$ cat config.mk
export PLATFORM = sky130hd
export DESIGN_NAME = lcd_bus_driver
export DESIGN_NICKNAME = d
export VERILOG_FILES = /design/src/rtl/lcd_bus_driver.sv
export SDC_FILE = /design/constraint.sdc
export NUM_CORES = 1
export LEC_CHECK = 0
export CAP_MARGIN = 20
export CORE_UTILIZATION = 50
export CTS_CLUSTER_DIAMETER = 120
export DETAILED_ROUTE_END_ITERATION = 12
export GPL_TIMING_DRIVEN = 0
export PLACE_DENSITY = 0.82
export SLEW_MARGIN = 10
export SYNTH_ARGS = -nofsm -noshare
export SYNTH_HDL_FRONTEND = slang
export SYNTH_SLANG_ARGS = --single-unit
$ cat constraint.sdc
create_clock -name i_clk -period 4.9 [get_ports i_clk]
set_clock_uncertainty 0.05 [all_clocks]
set_input_delay 0.98 -clock i_clk [delete_from_list [all_inputs] [get_ports i_clk]]
set_output_delay 0.98 -clock i_clk [all_outputs]
set_load 0.01 [all_outputs]
$ cat src/rtl/lcd_bus_driver.sv
// rtl/lcd_bus_driver.sv - HD44780-style character-LCD bus driver with pin timing and execution delay
// Optional power-on init sequence (0x38, 0x0C, 0x01, 0x06) enabled by defining LCD_INIT_EN.
module lcd_bus_driver #(
  parameter int SETUP_CYC     = 2,
  parameter int EN_CYC        = 12,
  parameter int HOLD_CYC      = 1,
  parameter int EXEC_CYC      = 1850,
  parameter int LONG_CYC      = 76000,
  parameter int INIT_WAIT_CYC = 2000000
) (
  input  logic        i_clk,
  input  logic        i_rstn,
  input  logic        i_req_vld,
  output logic        o_req_rdy,
  input  logic        i_req_rs,
  input  logic [7:0]  i_req_data,
  output logic        o_busy,
  output logic        o_lcd_on,
  output logic        o_lcd_en,
  output logic        o_lcd_rs,
  output logic        o_lcd_rw,
  output logic [7:0]  o_lcd_data,
  output logic [31:0] o_io_lcd
);

  localparam int M1 = (SETUP_CYC > EN_CYC) ? SETUP_CYC : EN_CYC;
  localparam int M2 = (M1 > HOLD_CYC) ? M1 : HOLD_CYC;
  localparam int M3 = (M2 > EXEC_CYC) ? M2 : EXEC_CYC;
  localparam int M4 = (M3 > LONG_CYC) ? M3 : LONG_CYC;
`ifdef LCD_INIT_EN
  localparam int M5 = (M4 > INIT_WAIT_CYC) ? M4 : INIT_WAIT_CYC;
`else
  localparam int M5 = M4;
`endif
  localparam int CW = (M5 > 1) ? $clog2(M5) : 1;

  localparam logic [CW-1:0] LD_SETUP = CW'(SETUP_CYC - 1);
  localparam logic [CW-1:0] LD_EN    = CW'(EN_CYC - 1);
  localparam logic [CW-1:0] LD_HOLD  = CW'(HOLD_CYC - 1);
  localparam logic [CW-1:0] LD_EXEC  = CW'(EXEC_CYC - 1);
  localparam logic [CW-1:0] LD_LONG  = CW'(LONG_CYC - 1);

  typedef enum logic [2:0] {
    S_INIT_WAIT, S_INIT_CMD, S_IDLE, S_SETUP, S_PULSE, S_HOLD, S_EXEC
  } state_t;

`ifdef LCD_INIT_EN
  localparam state_t        RST_STATE = S_INIT_WAIT;
  // The init wait is the first timed state, so its load value is the reset value.
  localparam logic [CW-1:0] RST_CNT   = CW'(INIT_WAIT_CYC - 1);
`else
  localparam state_t        RST_STATE = S_IDLE;
  localparam logic [CW-1:0] RST_CNT   = '0;
`endif

  state_t          state_q, state_d;
  logic [CW-1:0]   cnt_q, cnt_d;
  logic            rdy_q, rdy_d;
  logic            busy_q, busy_d;
  logic            en_q, en_d;
  logic            rs_q, rs_d;
  logic [7:0]      data_q, data_d;
  logic            on_q;
  logic            cnt_zero;
  logic            long_cmd;

`ifdef LCD_INIT_EN
  logic            init_q, init_d;
  logic [1:0]      idx_q, idx_d;

  function automatic logic [7:0] init_byte(input logic [1:0] idx);
    case (idx)
      2'd0:    init_byte = 8'h38;
      2'd1:    init_byte = 8'h0C;
      2'd2:    init_byte = 8'h01;
      default: init_byte = 8'h06;
    endcase
  endfunction
`endif

  assign cnt_zero = (cnt_q == '0);
  // Clear (0x01) and return-home (0x02/0x03) need the long execution delay.
  assign long_cmd = !rs_q && (data_q[7:2] == 6'd0) && (data_q[1:0] != 2'd0);

  always_comb begin
    state_d = state_q;
    cnt_d   = cnt_zero ? cnt_q : cnt_q - CW'(1);
    rs_d    = rs_q;
    data_d  = data_q;
`ifdef LCD_INIT_EN
    init_d  = init_q;
    idx_d   = idx_q;
`endif
    case (state_q)
      S_IDLE: begin
        if (i_req_vld && rdy_q) begin
          state_d = S_SETUP;
          cnt_d   = LD_SETUP;
          rs_d    = i_req_rs;
          data_d  = i_req_data;
        end
      end
      S_SETUP: begin
        if (cnt_zero) begin
          state_d = S_PULSE;
          cnt_d   = LD_EN;
        end
      end
      S_PULSE: begin
        if (cnt_zero) begin
          state_d = S_HOLD;
          cnt_d   = LD_HOLD;
        end
      end
      S_HOLD: begin
        if (cnt_zero) begin
          state_d = S_EXEC;
          cnt_d   = long_cmd ? LD_LONG : LD_EXEC;
        end
      end
      S_EXEC: begin
        if (cnt_zero) begin
`ifdef LCD_INIT_EN
          state_d = init_q ? S_INIT_CMD : S_IDLE;
`else
          state_d = S_IDLE;
`endif
        end
      end
`ifdef LCD_INIT_EN
      S_INIT_WAIT: begin
        if (cnt_zero) state_d = S_INIT_CMD;
      end
      S_INIT_CMD: begin
        state_d = S_SETUP;
        cnt_d   = LD_SETUP;
        rs_d    = 1'b0;
        data_d  = init_byte(idx_q);
        idx_d   = idx_q + 2'd1;
        if (idx_q == 2'd3) init_d = 1'b0;
      end
`endif
      default: state_d = RST_STATE;
    endcase

    // Handshake and strobe are registered from the next state, so they line up with state_q.
    rdy_d  = (state_d == S_IDLE);
    busy_d = (state_d != S_IDLE);
    en_d   = (state_d == S_PULSE);
  end

  always_ff @(posedge i_clk or negedge i_rstn) begin
    if (!i_rstn) begin
      state_q <= RST_STATE;
      cnt_q   <= RST_CNT;
      rdy_q   <= 1'b0;
      busy_q  <= 1'b0;
      en_q    <= 1'b0;
      rs_q    <= 1'b0;
      data_q  <= 8'h00;
      on_q    <= 1'b0;
`ifdef LCD_INIT_EN
      init_q  <= 1'b1;
      idx_q   <= 2'd0;
`endif
    end else begin
      state_q <= state_d;
      cnt_q   <= cnt_d;
      rdy_q   <= rdy_d;
      busy_q  <= busy_d;
      en_q    <= en_d;
      rs_q    <= rs_d;
      data_q  <= data_d;
      on_q    <= 1'b1;
`ifdef LCD_INIT_EN
      init_q  <= init_d;
      idx_q   <= idx_d;
`endif
    end
  end

  assign o_req_rdy  = rdy_q;
  assign o_busy     = busy_q;
  assign o_lcd_on   = on_q;
  assign o_lcd_en   = en_q;
  assign o_lcd_rs   = rs_q;
  assign o_lcd_rw   = 1'b0;
  assign o_lcd_data = data_q;
  assign o_io_lcd   = {on_q, 20'd0, en_q, rs_q, 1'b0, data_q};

endmodule

# --- After elaboration in Yosys (flattened, before gate mapping) ---
# Cells that the tools add are included.
op_classes:
  reduce_logical: 8
  mux: 13
  add_sub_neg: 1
  eq_ne: 8
ops:
  columns: ["op", "n"]
  rows:
  - ["17-bit two-way mux", 6]
  - ["17-bit one-hot mux with 4 select lines", 1]
  - ["17-bit zero test", 1]
  - ["17-bit by 1-bit subtractor with 17-bit output (second input constant)", 1]
  - ["3-bit two-way mux", 5]
  - ["3-bit one-hot mux with 5 select lines", 1]
  - ["3-bit == test (second input constant)", 4]
  - ["3-bit by 2-bit == test with 1-bit output (second input constant)", 3]
  - ["6-bit zero test", 1]
  - ["1-bit logical AND", 3]
  - ["3-bit by 2-bit inequality test with 1-bit output (second input constant)", 1]
  - ["2-bit AND reduction", 1]
  - ["2-bit nonzero test", 1]
  - ["1-bit zero test", 1]
totals:
  output_inout_bits: 46
  reg_bits: 33
  wordCells: 38

# --- Depth between registers and ports, before layout ---
depth:
  ltp_word: 6
  mapped_depth: 9
  mapped_depth_nobuf: 9

# --- Least setup slack after synthesis ---
# No wires, ideal clock.
synth_path:
  path_type: "reg-to-reg"
  from: "register cnt_q[4]"
  to: "register cnt_q[0]"
  period_less_slack_ps: 2131
  path_stages_with_launch: 10
  required_time_ps: 4773
  slack_ps: 2769
  arrival_ps: 2003
  cell_sequence: "dfrtp_1 > buf_6 > nor4_4 > and4b_1 > nand3_1 > ha_1 > and2_1 > o21ai_0 > o21ai_0 > a21oi_1"
synth_via:
  elab_chain_len: 4
  elab_cells_between_ends: 7
  cone_classes: "mux (6); reduce/logical (1)"
synth_rtl:
  columns: ["element", "line_no", "text"]
  rows:
  - ["start: declaration", "57", "logic [CW-1:0] cnt_q, cnt_d;"]
  - ["start signal: assignment", "168", "cnt_q <= cnt_d;"]
  - ["17-bit zero test *", "81", "assign cnt_zero = (cnt_q == '0);"]
  - ["17-bit two-way mux", "87", "cnt_d = cnt_zero ? cnt_q : cnt_q - CW'(1);"]
  - ["17-bit two-way mux (on tied branches)", null, null]
  - ["17-bit one-hot mux with 4 select lines *", "94", "case (state_q)"]
  - ["via cnt_d[0]", "57", null]
# The timed path passes the listed nets; every way through them passes the cells marked *.
# A chain may end at the register's enable or synchronous reset.

# --- Worst setup path after layout ---
layout_path:
  from: "input port i_req_vld"
  to: "register cnt_q[4]"
layout_via:
  elab_chain_len: 3
layout_rtl:
  columns: ["element", "line_no", "text"]
  rows:
  - ["start: declaration", "13", "input logic i_req_vld,"]
  - ["1-bit logical AND", "96", "if (i_req_vld && rdy_q) begin"]
  - ["17-bit two-way mux", "96", null]
  - ["17-bit one-hot mux with 4 select lines", "94", null]
  - ["via cnt_d[4]", "57", null]
# The timed path passes the listed nets, and every way through them passes these cells.

==> flow_summary.yaml <==
run_status:
  outcome: "completed"
clock_network:
  cts_tree: "yes"
  cts_sinks: 33
  h-tree-depth: 2
  clk_pin_slew_worst_paths_ns: 0.06
  cts_made_buffers: 5
  clk_latency_ns: 0.28
  cts_hold_buffers: 0
  postCtsSetupRepairBufs: 0
  cts_resized: 0
  cts_root_buffer: "clkbuf_8"
  clock_path_buffers: 2
synthesis:
  synth.distinct_cells: 56
  synth_area_mm2: 0.002181
  synth_edf_count: 0
  synthCells: 245
  ys_seq_area_share_pct: 37.92
  ys.flop_type: "dfrtp_1"
  ys_ff_latch: 33
  synth_warnings: 0
  syn_avg_cell_area_um2: 8.901
  ys_async_sr_fraction_pct: 100.0
placement:
  pre_cts_slack_ns: 2.218
  post-dp-hpwl_mm: 3.449
  gp_congestion: 0.8141
  placed_cell_area_mm2: 0.002668
  io_buffers: 35
  dpl.cell_count: 351
routing:
  firstDrtPassIters: 4
  route.detailed.drc: 0
  wl_per_cell_um: 12.60
  final_antenna_net_count: 0
  drt_iter0_drc: 69
  route.final.wire_length_mm: 4.511
  viasPerCell: 5.198
  vias: 1861
power_and_ir_drop:
  vdd_drop_max_mv: 0.2719
  p_leak_nw: 1.260
  p_per_area_mw_per_mm2: 529.0
  total_power_mw: 1.457
worst_setup_path:
  critPathKind: "primary input to flop"
  cp.required_ns: 5.04
  worstPathArrival_ns: 2.56
  critPathMaxStageDelay_ns: 0.42
  endpoint_kind: "flop"
  worstPathCellList: "clkdlybuf4s50_1 -> and3b_1 -> nand2_1 -> clkbuf_1 -> o31ai_1 -> a211oi_1"
  worstSetupStartpointType: "primary input"
  slowest_stage: "clkdlybuf4s50_1"
  critPathMaxFanout: 10
sta:
  slew-limit-headroom_pct: 52.16
  hold_viol_final: 0
  rsz0062_at_grt: "false"
  fin_crit_ns: 2.414
  holdWs_ns: 0.4776
  worst_pin_slew_ns: 0.7177
  min_period_over_period_pct: 49.26
  layout_setup_ws_ns: 2.486
  fin_tns_setup_ns: 0
  maxSlewViolCount: 0
  fmax_ghz: 0.4143
  setup_violations: 0
grt:
  grt_pass1_wl_mm: 7.831
  grt_overflow: 0
  grt_usage_pct: 22.78
  grt_start_max_net_pins: 34
  first_global_vias: 1794
  antenna_found_initial: 0
final_layout:
  postLayoutCoreUtil_pct: 67.39
  mostFrequentLayoutCell: "nand2_1"
  final_cell_mix: "nand2_1, clkdlybuf4s50_1, buf_4, dfrtp_1, conb_1"
  antenna_cells: 0
  nNetsFinal: 324
  area_growth_pct: 26.28
  drive_gt1_share_pct: 18.18
  multi_input_area_mm2: 0.001124
  stdcell_area_mm2: 0.002754
  seq_area_um2: 827.0
  fillers: 334
  finalNonFillerCells: 358
floorplan:
  fp.dieW_um: 68.05
  start_util_pct: 53.37
  dieArea_mm2: 0.004630
  die_height_um: 68.05
  coreArea_mm2: 0.004086
  num_rows: 23
  ios: 58
flow_run:
  drv_cap: 0
hold_path:
  hp-class: "flop to flop"
worst max-delay path, delay by kind of cell:
| kind | cells | cell delay [ns] |
|---|---|---|
| buffers and inverters | 2 | 0.82 |
| AO/OA/AOI/OAI | 2 | 0.31 |
| AND/OR/NAND/NOR | 2 | 0.44 |
registers in the layout, summed over array words and instances (netlist names):
signal	count
o_req_rdy	1
o_busy	1
state_q	3
o_lcd_data	8
o_lcd_en	1
cnt_q	17
o_lcd_rs	1
o_lcd_on	1
where the power goes:
group	switching, mW	total (mW)	internal, mW
clock	0.0903	0.202	0.111
combinational	0.368	0.750	0.381
sequential	0.126	0.506	0.379
total	0.585	1.46	0.872
final cells by class:
class                      instances  area share [%]
clock buffer                       7           3.135
buffer                            42           10.54
inverter                           5          0.6815
tap                               50           2.272
sequential                        33           30.03
multi-input combinational        186           40.80
timing repair buffer              35           12.54
logic make-up (layout without fill, tap and decap cells):
| logic type | after synthesis | count (layout) | synth area share [%] |
|---|---|---|---|
| mux | 1 | 1 | 0.4590 |
| simple gates | 98 | 98 | 26.05 |
| other cells | 2 | 23 | 0.3444 |
| compound gates | 54 | 54 | 16.35 |
| flops | 33 | 33 | 37.92 |
| fa+ha+maj | 4 | 4 | 2.295 |
| xor+xnor | 6 | 6 | 2.410 |
| buf+inv | 47 | 89 | 14.17 |
cell usage after synthesis (2+ instances only):
cell / instances / share of area, %
a211oi_1: 4 / 1.4
a21oi_1: 20 / 4.6
a22o_1: 2 / 0.80
a31oi_1: 2 / 0.57
and2_1: 2 / 0.57
and3b_1: 2 / 0.80
and4b_1: 2 / 0.92
buf_4: 33 / 11
clkbuf_1: 6 / 1.0
conb_1: 2 / 0.34
dfrtp_1: 32 / 37
ha_1: 4 / 2.3
inv_1: 5 / 0.86
nand2_1: 39 / 6.7
nand3_1: 8 / 1.8
nand4_1: 3 / 0.86
nor2_1: 11 / 1.9
nor2b_1: 3 / 0.86
nor3_1: 8 / 1.8
nor4_1: 3 / 0.86
nor4_4: 2 / 2.0
o21a_1: 4 / 1.4
o21ai_0: 8 / 1.8
o21ai_1: 3 / 0.69
o31ai_1: 2 / 0.69
xnor2_1: 3 / 1.2
xor2_1: 3 / 1.2
metal layers:
metal / vias to the layer above / part of all wire, % / global-route usage [%] / wire, µm
li1: 935 / - / - / -
met1: 862 / 43 / 29.31 / 1947
met2: 58 / 51 / 37.13 / 2288
met3: 6 / 5.1 / 5.333 / 228
met4: 0 / 1.0 / 8.073 / 47
met5: - / 0 / 0 / 0
final timing paths:
check | to | slack, ns | from | cells past startpoint
hold / removal | o_lcd_rs | 0.48 | o_lcd_rs | 2
hold reg to reg | o_lcd_rs | 0.48 | o_lcd_rs | 2
setup reg to reg | cnt_q[0] | 2.49 | cnt_q[9] | 8
setup / recovery | cnt_q[4] | 2.49 | i_req_vld | 6
min in group asynchronous | o_lcd_on | 0.71 | i_rstn | 1
max in group asynchronous | o_lcd_data[2] | 3.64 | i_rstn | 1
Note: power is estimated with default switching activity, not from simulation.
==> RTL change, RTL diff (config.mk and constraints unchanged) <==
The 7 states of `state_t` get a one-hot encoding in 7 bits.
--- a/src/rtl/lcd_bus_driver.sv
+++ b/src/rtl/lcd_bus_driver.sv
@@ -40,8 +40,8 @@
   localparam logic [CW-1:0] LD_EXEC  = CW'(EXEC_CYC - 1);
   localparam logic [CW-1:0] LD_LONG  = CW'(LONG_CYC - 1);
 
-  typedef enum logic [2:0] {
-    S_INIT_WAIT, S_INIT_CMD, S_IDLE, S_SETUP, S_PULSE, S_HOLD, S_EXEC
+  typedef enum logic [6:0] {
+    S_INIT_WAIT = 7'b0000001, S_INIT_CMD = 7'b0000010, S_IDLE = 7'b0000100, S_SETUP = 7'b0001000, S_PULSE = 7'b0010000, S_HOLD = 7'b0100000, S_EXEC = 7'b1000000
   } state_t;
 
 `ifdef LCD_INIT_EN
Function: no difference found for any inputs over 10 cycles, from zero or initial values and one cycle with i_rstn low; not proved beyond that.
==> RTL change against the original RTL <==
  * Cell area increased by 1.8%
  * Routed wire length increased by 5.7%
  * Largest cell class unchanged
  * Critical path type is now register to register
  * First-iteration DRC count is 100% higher
  * Sequential cell count rose by 4
  * Worst setup slack worse by 0.094 ns
  * Synthesized area grew 2.2%
  * Total power fell by 17%
==> RTL change: results (changes against the original RTL) <==
| Metric | Value |
|---|---|
| Layout cells sized above 1 | 19.4% (was 18.2%) |
| Crit Reg-Reg Endpoint | cnt_q[6] (was cnt_q[0]) |
| Number of global-route vias before repair | 1,731 (was 1,794) |
| R2R Path Start | cnt_q[4] (was cnt_q[9]) |
| Worst R2R Setup Slack | 2.39 ns (was 2.49 ns) |
| WL final | 4.77 mm (was 4.51 mm) |
| Hold Startpoint | cnt_q[4] (was o_lcd_rs) |
| Synth Area in Compound Gates | 14.8% (was 16.4%) |
| Placer Congestion | 0.825 (was 0.814) |
| Global-route wire length before repair | 7.53 mm (was 7.83 mm) |
| DR iter-0 viols | 140 (was 69) |
| Fin nets | 314 (was 324) |
| Final HPWL DP | 3.48 mm (was 3.45 mm) |
| WHS Path Cells | 1 (was 2) |
| Top cells by area, synth | dfrtp_1, buf_4, mux2_2 (was dfrtp_1, buf_4, nand2_1) |
| Status | completed (unchanged) |
| Total Routing Usage GR | 21.8% (was 22.8%) |
| Sequential-to-total area share from yosys stat | 41.6% (was 37.9%) |
| Dpl ws | 2.11 ns (was 2.22 ns) |
| Critical-path top delay cell | or4_4 (was clkdlybuf4s50_1) |
| Worst vdd ir | 231 uV (was 272 uV) |
| Slew @ Worst Pin | 0.808 ns (was 0.718 ns) |
| Arr. time, crit path | 2.66 ns (was 2.56 ns) |
| XOR/XNOR share of the synthesized area | 3.54% (was 2.41%) |
| Commonest cells post-synth | dfrtp_1, buf_4, a21oi_1 (was nand2_1, buf_4, dfrtp_1) |
| R2R cell count | 5 (was 8) |
| Worst-path fanout max | 6 (was 10) |
| Pin count of the biggest net entering global routing | 38 (was 34) |
| CP max stage delay | 0.58 ns (was 0.42 ns) |
| Post-synthesis adder-cell area fraction | 2.25% (was 2.29%) |
| Reg clk slew, reported paths | ~0.07 ns |
| Placed inst area | 2720 um2 (was 2670 um2) |
| Unique cell type count in the Yosys netlist | 55 (was 56) |
| 1st-pass router iterations | 6 (was 4) |
| Leakage | 1.31 nW (was 1.26 nW) |
| Worst Hold Endpoint | cnt_q[4] (was o_lcd_rs) |
[RTL change: cell count changes in the layout (fill, tap and decap cells not counted), sizes merged, moves of 4 or more]
cell   change
nand2     -27
xor2       +5
and3       +4
nand4      +4
a21oi      -4
mux2       +9
dfrtp      +4
[RTL change: worst max-delay path by stage]
| stage | cells after the start | from | endpoint | slack (ns) |
|---|---|---|---|---|
| after floorplan | 7 | cnt_q[4] | cnt_q[0] | 2.62 |
| after global placement | 1 | i_rstn | o_req_rdy | 1.98 |
| after detailed placement | 6 | i_req_vld | cnt_q[11] | 2.11 |
| after CTS | 7 | cnt_q[4] | cnt_q[8] | 2.41 |
| after global routing | 6 | state_q[6] | cnt_q[2] | 2.22 |
| final | 5 | cnt_q[4] | cnt_q[6] | 2.39 |
[RTL change: layer usage]
| layer | part of all wire [%] | vias to the layer above | GRT usage, % |
|---|---|---|---|
| li1 | - | 912 | - |
| met1 | 43 | 868 | 27.2 |
| met2 | 50 | 77 | 35.5 |
| met3 | 5.9 | 7 | 4.61 |
| met4 | 1.1 | 0 | 10.7 |
| met5 | 0 | - | 0 |
[RTL change: critical path, delay by kind of cell (launching register included)]
| family | cells | cell delay [ns] |
|---|---|---|
| DFF | 1 | 0.41 |
| AOI/OAI and AO/OA | 1 | 0.21 |
| and+or+nand+nor | 4 | 1.75 |
[RTL change: cell families (layout without fill, tap and decap cells)]
group / count (synthesis) / count (layout)
mux: 10 / 10
xor+xnor: 9 / 9
buf+inv: 48 / 91
compound gates: 50 / 50
flops: 37 / 37
fa+ha+maj: 4 / 4
other cells: 2 / 25
simple gates: 73 / 73
[RTL change: final cells by class]
type                            count  area (um2)
Fill cell                         329        1340
Multi-Input combinational cell    171        1080
Sequential cell                    37         927
Timing Repair Buffer               35         345
Buffer                             40         282
Clock buffer                        8        80.1
Tap cell                           50        62.6
Inverter                            8        30.0
[RTL change: report_power, final]
part           switching, mW  internal, mW  leakage [nW]
clock network          0.104         0.101        0.0395
registers             0.0863         0.387         0.466
logic                  0.266         0.266         0.805
total                  0.456         0.754          1.31
[RTL change: stage by stage]
stage | cells | utilization [%] | hold WS (ns)
detailed placement | 341 | 65.7 | 0.474
floorplan | 256 | - | 0.441
global route | 349 | 67.6 | 0.540
global placement | 341 | 65.8 | 0.470
finish | 349 | 67.6 | 0.490
CTS | 349 | 67.6 | 0.488
